--- config.mk ---
export PLATFORM = sky130hd
export DESIGN_NAME = vga_scan_controller
export DESIGN_NICKNAME = d
export VERILOG_FILES = /design/src/rtl/vga_scan_controller.sv
export SDC_FILE = /design/constraint.sdc
export NUM_CORES = 1
export LEC_CHECK = 0
export CORE_ASPECT_RATIO = 1.75
export CORE_MARGIN = 1
export CORE_UTILIZATION = 45
export DETAILED_ROUTE_END_ITERATION = 16
export GPL_ROUTABILITY_DRIVEN = 1
export PLACE_DENSITY_LB_ADDON = 0.1
export SYNTH_ARGS = -nofsm -noshare
export SYNTH_HDL_FRONTEND = slang
export SYNTH_SLANG_ARGS = --single-unit
--- constraint.sdc ---
create_clock -name Clk -period 2.1 [get_ports Clk]
set_input_delay 0.42 -clock Clk [delete_from_list [all_inputs] [get_ports Clk]]
set_output_delay 0.42 -clock Clk [all_outputs]
set_load 0.005 [all_outputs]
--- src/rtl/vga_scan_controller.sv ---
// VGA raster timing generator: pixel-rate enable, h/v scan counters and a
// registered DAC-facing output stage aligned one pixel behind DrawX/DrawY.
`timescale 1ns/1ps
module vga_scan_controller #(
  parameter int unsigned H_VISIBLE = 640,
  parameter int unsigned H_FP      = 16,
  parameter int unsigned H_SYNC    = 96,
  parameter int unsigned H_BP      = 48,
  parameter int unsigned V_VISIBLE = 480,
  parameter int unsigned V_FP      = 10,
  parameter int unsigned V_SYNC    = 2,
  parameter int unsigned V_BP      = 33
) (
  input  logic       Clk,
  input  logic       Reset,
  input  logic [7:0] Red_in,
  input  logic [7:0] Green_in,
  input  logic [7:0] Blue_in,
  output logic [9:0] DrawX,
  output logic [9:0] DrawY,
  output logic       VGA_CLK,
  output logic       VGA_HS,
  output logic       VGA_VS,
  output logic       VGA_BLANK_N,
  output logic       VGA_SYNC_N,
  output logic [7:0] VGA_R,
  output logic [7:0] VGA_G,
  output logic [7:0] VGA_B,
  output logic       Frame_Tick
);

  // Totals must stay <= 1024 so the 10-bit counters can hold them.
  localparam int unsigned HTotal = H_VISIBLE + H_FP + H_SYNC + H_BP;
  localparam int unsigned VTotal = V_VISIBLE + V_FP + V_SYNC + V_BP;

  localparam logic [9:0] HMax        = 10'(HTotal - 1);
  localparam logic [9:0] VMax        = 10'(VTotal - 1);
  localparam logic [9:0] HVis        = 10'(H_VISIBLE);
  localparam logic [9:0] VVis        = 10'(V_VISIBLE);
  localparam logic [9:0] HSyncStart  = 10'(H_VISIBLE + H_FP);
  localparam logic [9:0] HSyncEnd    = 10'(H_VISIBLE + H_FP + H_SYNC);
  localparam logic [9:0] VSyncStart  = 10'(V_VISIBLE + V_FP);
  localparam logic [9:0] VSyncEnd    = 10'(V_VISIBLE + V_FP + V_SYNC);
  localparam logic [9:0] VLastVis    = 10'(V_VISIBLE - 1);

  logic       pix_en_q, pix_en_d;
  logic [9:0] hc_q, hc_d;
  logic [9:0] vc_q, vc_d;
  logic       hs_q, hs_d;
  logic       vs_q, vs_d;
  logic       blank_n_q, blank_n_d;
  logic [7:0] r_q, r_d;
  logic [7:0] g_q, g_d;
  logic [7:0] b_q, b_d;
  logic       tick_q, tick_d;
  logic       update;
  logic       visible;

  // Next-state: counters and output stage advance only on pixel-enable edges.
  always_comb begin
    update    = pix_en_q;
    pix_en_d  = ~pix_en_q;
    hc_d      = hc_q;
    vc_d      = vc_q;
    hs_d      = hs_q;
    vs_d      = vs_q;
    blank_n_d = blank_n_q;
    r_d       = r_q;
    g_d       = g_q;
    b_d       = b_q;
    visible   = (hc_q < HVis) && (vc_q < VVis);

    if (update) begin
      if (hc_q == HMax) begin
        hc_d = 10'd0;
        vc_d = (vc_q == VMax) ? 10'd0 : vc_q + 10'd1;
      end else begin
        hc_d = hc_q + 10'd1;
      end
      // Output stage samples the current pixel, so it lags DrawX/DrawY by one pixel.
      hs_d      = !((hc_q >= HSyncStart) && (hc_q < HSyncEnd));
      vs_d      = !((vc_q >= VSyncStart) && (vc_q < VSyncEnd));
      blank_n_d = visible;
      r_d       = visible ? Red_in   : 8'h00;
      g_d       = visible ? Green_in : 8'h00;
      b_d       = visible ? Blue_in  : 8'h00;
    end

    // Single-Clk pulse when the last visible line finishes.
    tick_d = update && (hc_q == HMax) && (vc_q == VLastVis);
  end

  // State registers with asynchronous reset.
  always_ff @(posedge Clk or posedge Reset) begin
    if (Reset) begin
      pix_en_q  <= 1'b0;
      hc_q      <= 10'd0;
      vc_q      <= 10'd0;
      hs_q      <= 1'b1;
      vs_q      <= 1'b1;
      blank_n_q <= 1'b0;
      r_q       <= 8'h00;
      g_q       <= 8'h00;
      b_q       <= 8'h00;
      tick_q    <= 1'b0;
    end else begin
      pix_en_q  <= pix_en_d;
      hc_q      <= hc_d;
      vc_q      <= vc_d;
      hs_q      <= hs_d;
      vs_q      <= vs_d;
      blank_n_q <= blank_n_d;
      r_q       <= r_d;
      g_q       <= g_d;
      b_q       <= b_d;
      tick_q    <= tick_d;
    end
  end

  assign DrawX       = hc_q;
  assign DrawY       = vc_q;
  // Update edges are where pix_en falls, so DAC data is stable on VGA_CLK rise.
  assign VGA_CLK     = pix_en_q;
  assign VGA_HS      = hs_q;
  assign VGA_VS      = vs_q;
  assign VGA_BLANK_N = blank_n_q;
  assign VGA_SYNC_N  = 1'b0;
  assign VGA_R       = r_q;
  assign VGA_G       = g_q;
  assign VGA_B       = b_q;
  assign Frame_Tick  = tick_q;

endmodule

# Word-level counts from Yosys, hierarchy flattened
# Index checks and enable logic that the tools add are counted.
dict set report word_totals {
  word_cells 35
  reg_bits 49
}
dict set report op_classes {
  addsub 2
  mux 5
  n_bitwise 1
  order_cmp 6
  n_eq_ne 3
  n_reduce_logical 8
}
# operator count
set op_table {}
lappend op_table {{8-bit two-way mux} 3}
lappend op_table {{10-bit by 1-bit adder with 10-bit output (second input constant)} 2}
lappend op_table {{10-bit == test (second input constant)} 2}
lappend op_table {{10-bit less-than comparator (second input constant)} 2}
lappend op_table {{10-bit by 9-bit less-than comparator with 1-bit output (second input constant)} 2}
lappend op_table {{10-bit two-way mux} 2}
lappend op_table {{10-bit by 9-bit == test with 1-bit output (second input constant)} 1}
lappend op_table {{10-bit >= comparator (second input constant)} 1}
lappend op_table {{10-bit by 9-bit >= comparator with 1-bit output (second input constant)} 1}
lappend op_table {{1-bit logical AND} 5}
lappend op_table {{1-bit zero test} 2}
lappend op_table {{2-bit AND reduction} 1}
lappend op_table {{1-bit inverter} 1}

# Longest topological paths before layout
dict set report depth {
  ltp_word 3
  ltp_mapped 6
}

# Worst setup path before layout
# Ideal clock, no wire load.
dict set report synth_timing {
  kind {register to register}
  startpoint {register hc_q[0], in the netlist DrawX[0]}
  endpoint {register vc_q[6], in the netlist DrawY[6]}
  synth_period_minus_slack_ns 1.771
  t_arrival_ns 1.643
  path_stages_with_launch 6
  setup_time_ns 0.127
  setup_slack_ns 0.329
  path_cell_list {dfrtp_1 -> ha_1 -> nand4b_4 -> or3_4 -> or3_4 -> xnor2_2}
}
dict set report synth_between {
  elab_chain_len 2
}
# item line_no
set synth_lines {}
lappend synth_lines {{from (decl)} 47} ;# logic [9:0] hc_q, hc_d;
lappend synth_lines {{from (signal assigned)} 97} ;# hc_q <= 10'd0;
lappend synth_lines {{from (signal assigned)} 108} ;# hc_q <= hc_d;
lappend synth_lines {{10-bit == test} 74} ;# if (hc_q == HMax) begin
lappend synth_lines {{2-bit AND reduction (no source line)} -}
lappend synth_lines {{to (signal assigned)} 109} ;# vc_q <= vc_d;
lappend synth_lines {{to (decl)} 48} ;# logic [9:0] vc_q, vc_d;
# Every way passes these cells.
# A chain may end at the register's enable or synchronous reset.

# Worst setup path in the final report
# Ends and elaborated chain as after synthesis.

==> flow_summary_export.csv <==
group,metric,value,unit
status,status,"completed",
global_routing,grt_antenna_before_repair,0,
clock_tree,cts.clk_slew.worst_paths,0.09,ns
logic_synthesis,ys_ff_latch,49,
floorplanning,fp.dieArea,5100,µm²
setup_path,wp_data_required,2.27,ns
routing,route.final.wire_length,4800,µm
clock_tree,cts_buffers,5,
setup_path,endpoint_kind,"register",
logic_synthesis,synth.yosys.warnings,0,
clock_tree,clock_latency,0.29,ns
routing,first_pass_iters,4,
power_and_ir_drop,pwr_density_cell,536,nW/µm²
floorplanning,floorplan.core_area,4670,µm²
global_routing,first_pass_grt_wire_length,7940,µm
routing,routed_via_density,5.42,
global_routing,grt_start_max_net_pins,34,
global_routing,globalRouteTotalUtil,21.4,%
logic_synthesis,synth-adder-area-share,2.31,%
timing,achievable-frequency,528,MHz
layout,layout.nets,293,
timing,rsz_0062_raised_after_global_routing,"false",
logic_synthesis,synth.yosys.seq_area_share,56.8,%
routing,drtAntennaViolNets,0,
placement,io_buffer_count,74,
layout,layout-area-overhead-vs-synth,42.7,%
clock_tree,post_cts_repair_timing_setup_buffer_count,0,
worst_hold_path,min_path_type,"in2async",
routing,first_iter_violations,29,
logic_synthesis,synth_simple_gate_area_share,16.3,%
layout,multi_input_area,865,µm²
clock_tree,ctsHtreeMaxLevel,2,
clock_tree,numClockSinks,49,
logic_synthesis,primary_flip_flop_cell_chosen_by_synthesis_mapping,"sky130_fd_sc_hd__dfrtp_1",
logic_synthesis,postSynthCellCount,181,
setup_path,critPathArrivalTime,2.07,ns
floorplanning,placement_rows,33,
timing,setup_violations,0,
timing,timing_max_transition_violations_final,0,
logic_synthesis,combinational_family_with_the_most_area_after_synthesis,"simple AND/OR/NAND/NOR gates",
layout,layout_cell_share_with_drive_strength_beyond_1,11.7,%
timing,finalWorstPathRequiredPeriod,1.89,ns
logic_synthesis,number_of_enable_type_register_cells_in_the_synthesized_netlist,0,
clock_tree,cts-root-to-sink-buffers,2,
clock_tree,cts_repair_resize_count,0,
logic_synthesis,share_of_async_settable_or_async_resettable_flops_after_synthesis,100,%
power_and_ir_drop,maximum_vdd_drop,0.502,mV
routing,vias,1713,
global_routing,via_count_of_the_first_global_routing_pass,1677,
timing,period_share,90.2,%
layout,fillers,360,
power_and_ir_drop,static-leakage-power,1.43,nW
floorplanning,floorplan.die.height,93.7,µm
clock_tree,holdBufCountCts,0,
setup_path,worst_setup_path_start_kind,"register",
global_routing,grt_remaining_overflow,0,
floorplanning,die_w,54.4,µm
layout,antenna_cells,0,
layout,seq_area,1230,µm²
clock_tree,cts_tree,"yes",
timing,setup_total_negative_slack,0,ns
placement,hpwl,3530,µm
logic_synthesis,compound_gate_fraction_of_synth_area,16.1,%
routing,wl_per_cell,15.2,µm
clock_tree,clock_tree.root_cell,"sky130_fd_sc_hd__clkbuf_8",
setup_path,worst-path-max-fanout,6,
timing,timing.clock.skew,0.00872,ns
floorplanning,start_util,46.3,%
logic_synthesis,muxShareOfSynthArea,1.50,%
power_and_ir_drop,totalPowerFinal,0.00165,W
logic_synthesis,synthXorXnorAreaFrac,3.59,%
logic_synthesis,synthesis.area_per_instance,11.9,µm²
layout,finish.utilization,66.1,%
floorplanning,io_pins,76,
logic_synthesis,synth.net_count,211,
layout,layout.cells.most_common,"sky130_fd_sc_hd__clkdlybuf4s50_1",
logic_synthesis,mappedNetlistArea,2160,µm²
routing,route.detailed.drc,0,
timing,finalHoldViolations,0,
placement,place.gp.congestion,0.778,
setup_path,worstSetupPathType,"reg2reg",
layout,final_cell_mix,"sky130_fd_sc_hd__clkdlybuf4s50_1 (74), sky130_fd_sc_hd__dfrtp_1 (47), sky130_fd_sc_hd__a22o_1 (25), sky130_fd_sc_hd__nand2_1 (15)",
job,drv_cap,0,
logic_synthesis,yosys.cell_types.count,48,
[through the flow]
step	instance area [µm²]	hold slack, ns	cells	setup WS (ns)
after global placement	3000	0.463	308	0.282
after CTS	3090	0.413	316	0.194
final	3090	0.407	316	0.207
after floorplan	2160	0.475	181	0.329
after detailed placement	3000	0.474	308	0.226
after global routing	3090	0.440	316	0.111
[Yosys cell counts (2+ instances only)]
| master | n | area [µm²] |
|---|---|---|
| sky130_fd_sc_hd__a21o_1 | 2 | 15.0 |
| sky130_fd_sc_hd__a21oi_1 | 2 | 10.0 |
| sky130_fd_sc_hd__a22o_1 | 25 | 219 |
| sky130_fd_sc_hd__a31oi_1 | 3 | 18.8 |
| sky130_fd_sc_hd__and2_1 | 2 | 12.5 |
| sky130_fd_sc_hd__clkbuf_1 | 4 | 15.0 |
| sky130_fd_sc_hd__dfrtp_1 | 47 | 1180 |
| sky130_fd_sc_hd__dfstp_2 | 2 | 52.6 |
| sky130_fd_sc_hd__ha_1 | 4 | 50.1 |
| sky130_fd_sc_hd__inv_1 | 7 | 26.3 |
| sky130_fd_sc_hd__mux2_2 | 2 | 22.5 |
| sky130_fd_sc_hd__nand2_1 | 15 | 56.3 |
| sky130_fd_sc_hd__nand3_1 | 5 | 25.0 |
| sky130_fd_sc_hd__nand4_1 | 5 | 31.3 |
| sky130_fd_sc_hd__nor2_1 | 7 | 26.3 |
| sky130_fd_sc_hd__nor3_1 | 4 | 20.0 |
| sky130_fd_sc_hd__nor4_1 | 2 | 12.5 |
| sky130_fd_sc_hd__o21ai_0 | 5 | 25.0 |
| sky130_fd_sc_hd__o22ai_1 | 2 | 12.5 |
| sky130_fd_sc_hd__or3_1 | 2 | 12.5 |
| sky130_fd_sc_hd__or3_4 | 2 | 22.5 |
| sky130_fd_sc_hd__xnor2_1 | 4 | 35.0 |
| sky130_fd_sc_hd__xor2_1 | 3 | 26.3 |
[layer usage]
layer	global-route usage, %	wire [µm]
met5	0	0
met1	25.9	1900
met3	5.02	214
met4	10.0	159
met2	34.3	2520
[cell type report]
type                            count  share of cell area (%)
Clock inverter                      1                   0.243
Multi-Input combinational cell    117                    28.0
Timing Repair Buffer               82                    26.4
Clock buffer                        7                    2.47
Tap cell                           52                    2.11
Inverter                            8                   0.973
Sequential cell                    49                    39.8
[kinds of logic after synthesis]
logic type / after synthesis
xor gates and xnor gates: 8
DFF: 49
adders and majority gates: 4
buffers and inverters: 15
muxes: 3
other: 1
AOI/OAI and AO/OA: 45
and+or+nand+nor: 56
[registers in the layout (all words and copies together), names as in the netlist]
register,count
DrawX,10
DrawY,10
VGA_B,8
VGA_G,8
VGA_R,8
Frame_Tick,1
VGA_BLANK_N,1
VGA_CLK,1
VGA_HS,1
VGA_VS,1
[power breakdown]
group | internal, W | switching, W | leakage (nW)
combinational | 0.0000981 | 0.0000420 | 0.787
clock | 0.000236 | 0.000298 | 0.0385
sequential | 0.000966 | 0.0000133 | 0.602
[worst paths after layout]
check / from / endpoint / slack, ns / depth (start not counted)
worst max-delay path: DrawX[0] / DrawY[6] / 0.21 / 5
worst min-delay path: Reset / DrawY[1] / 0.41 / 2
worst max register to register: DrawX[0] / DrawY[6] / 0.21 / 5
worst min register to register: VGA_VS / VGA_VS / 0.49 / 2
max in group asynchronous: Reset / DrawX[3] / 1.19 / 3
min in group Clk: VGA_VS / VGA_VS / 0.49 / 2
[worst max-delay path, cell delays in order (launching register included)]
cell and delay, ns:
sky130_fd_sc_hd__dfrtp_1 0.42, sky130_fd_sc_hd__ha_1 0.27, sky130_fd_sc_hd__nand4b_4 0.14, sky130_fd_sc_hd__or3_4 0.43, sky130_fd_sc_hd__or3_4 0.39, sky130_fd_sc_hd__xnor2_2 0.13
Note: power is estimated with default switching activity, not from simulation.
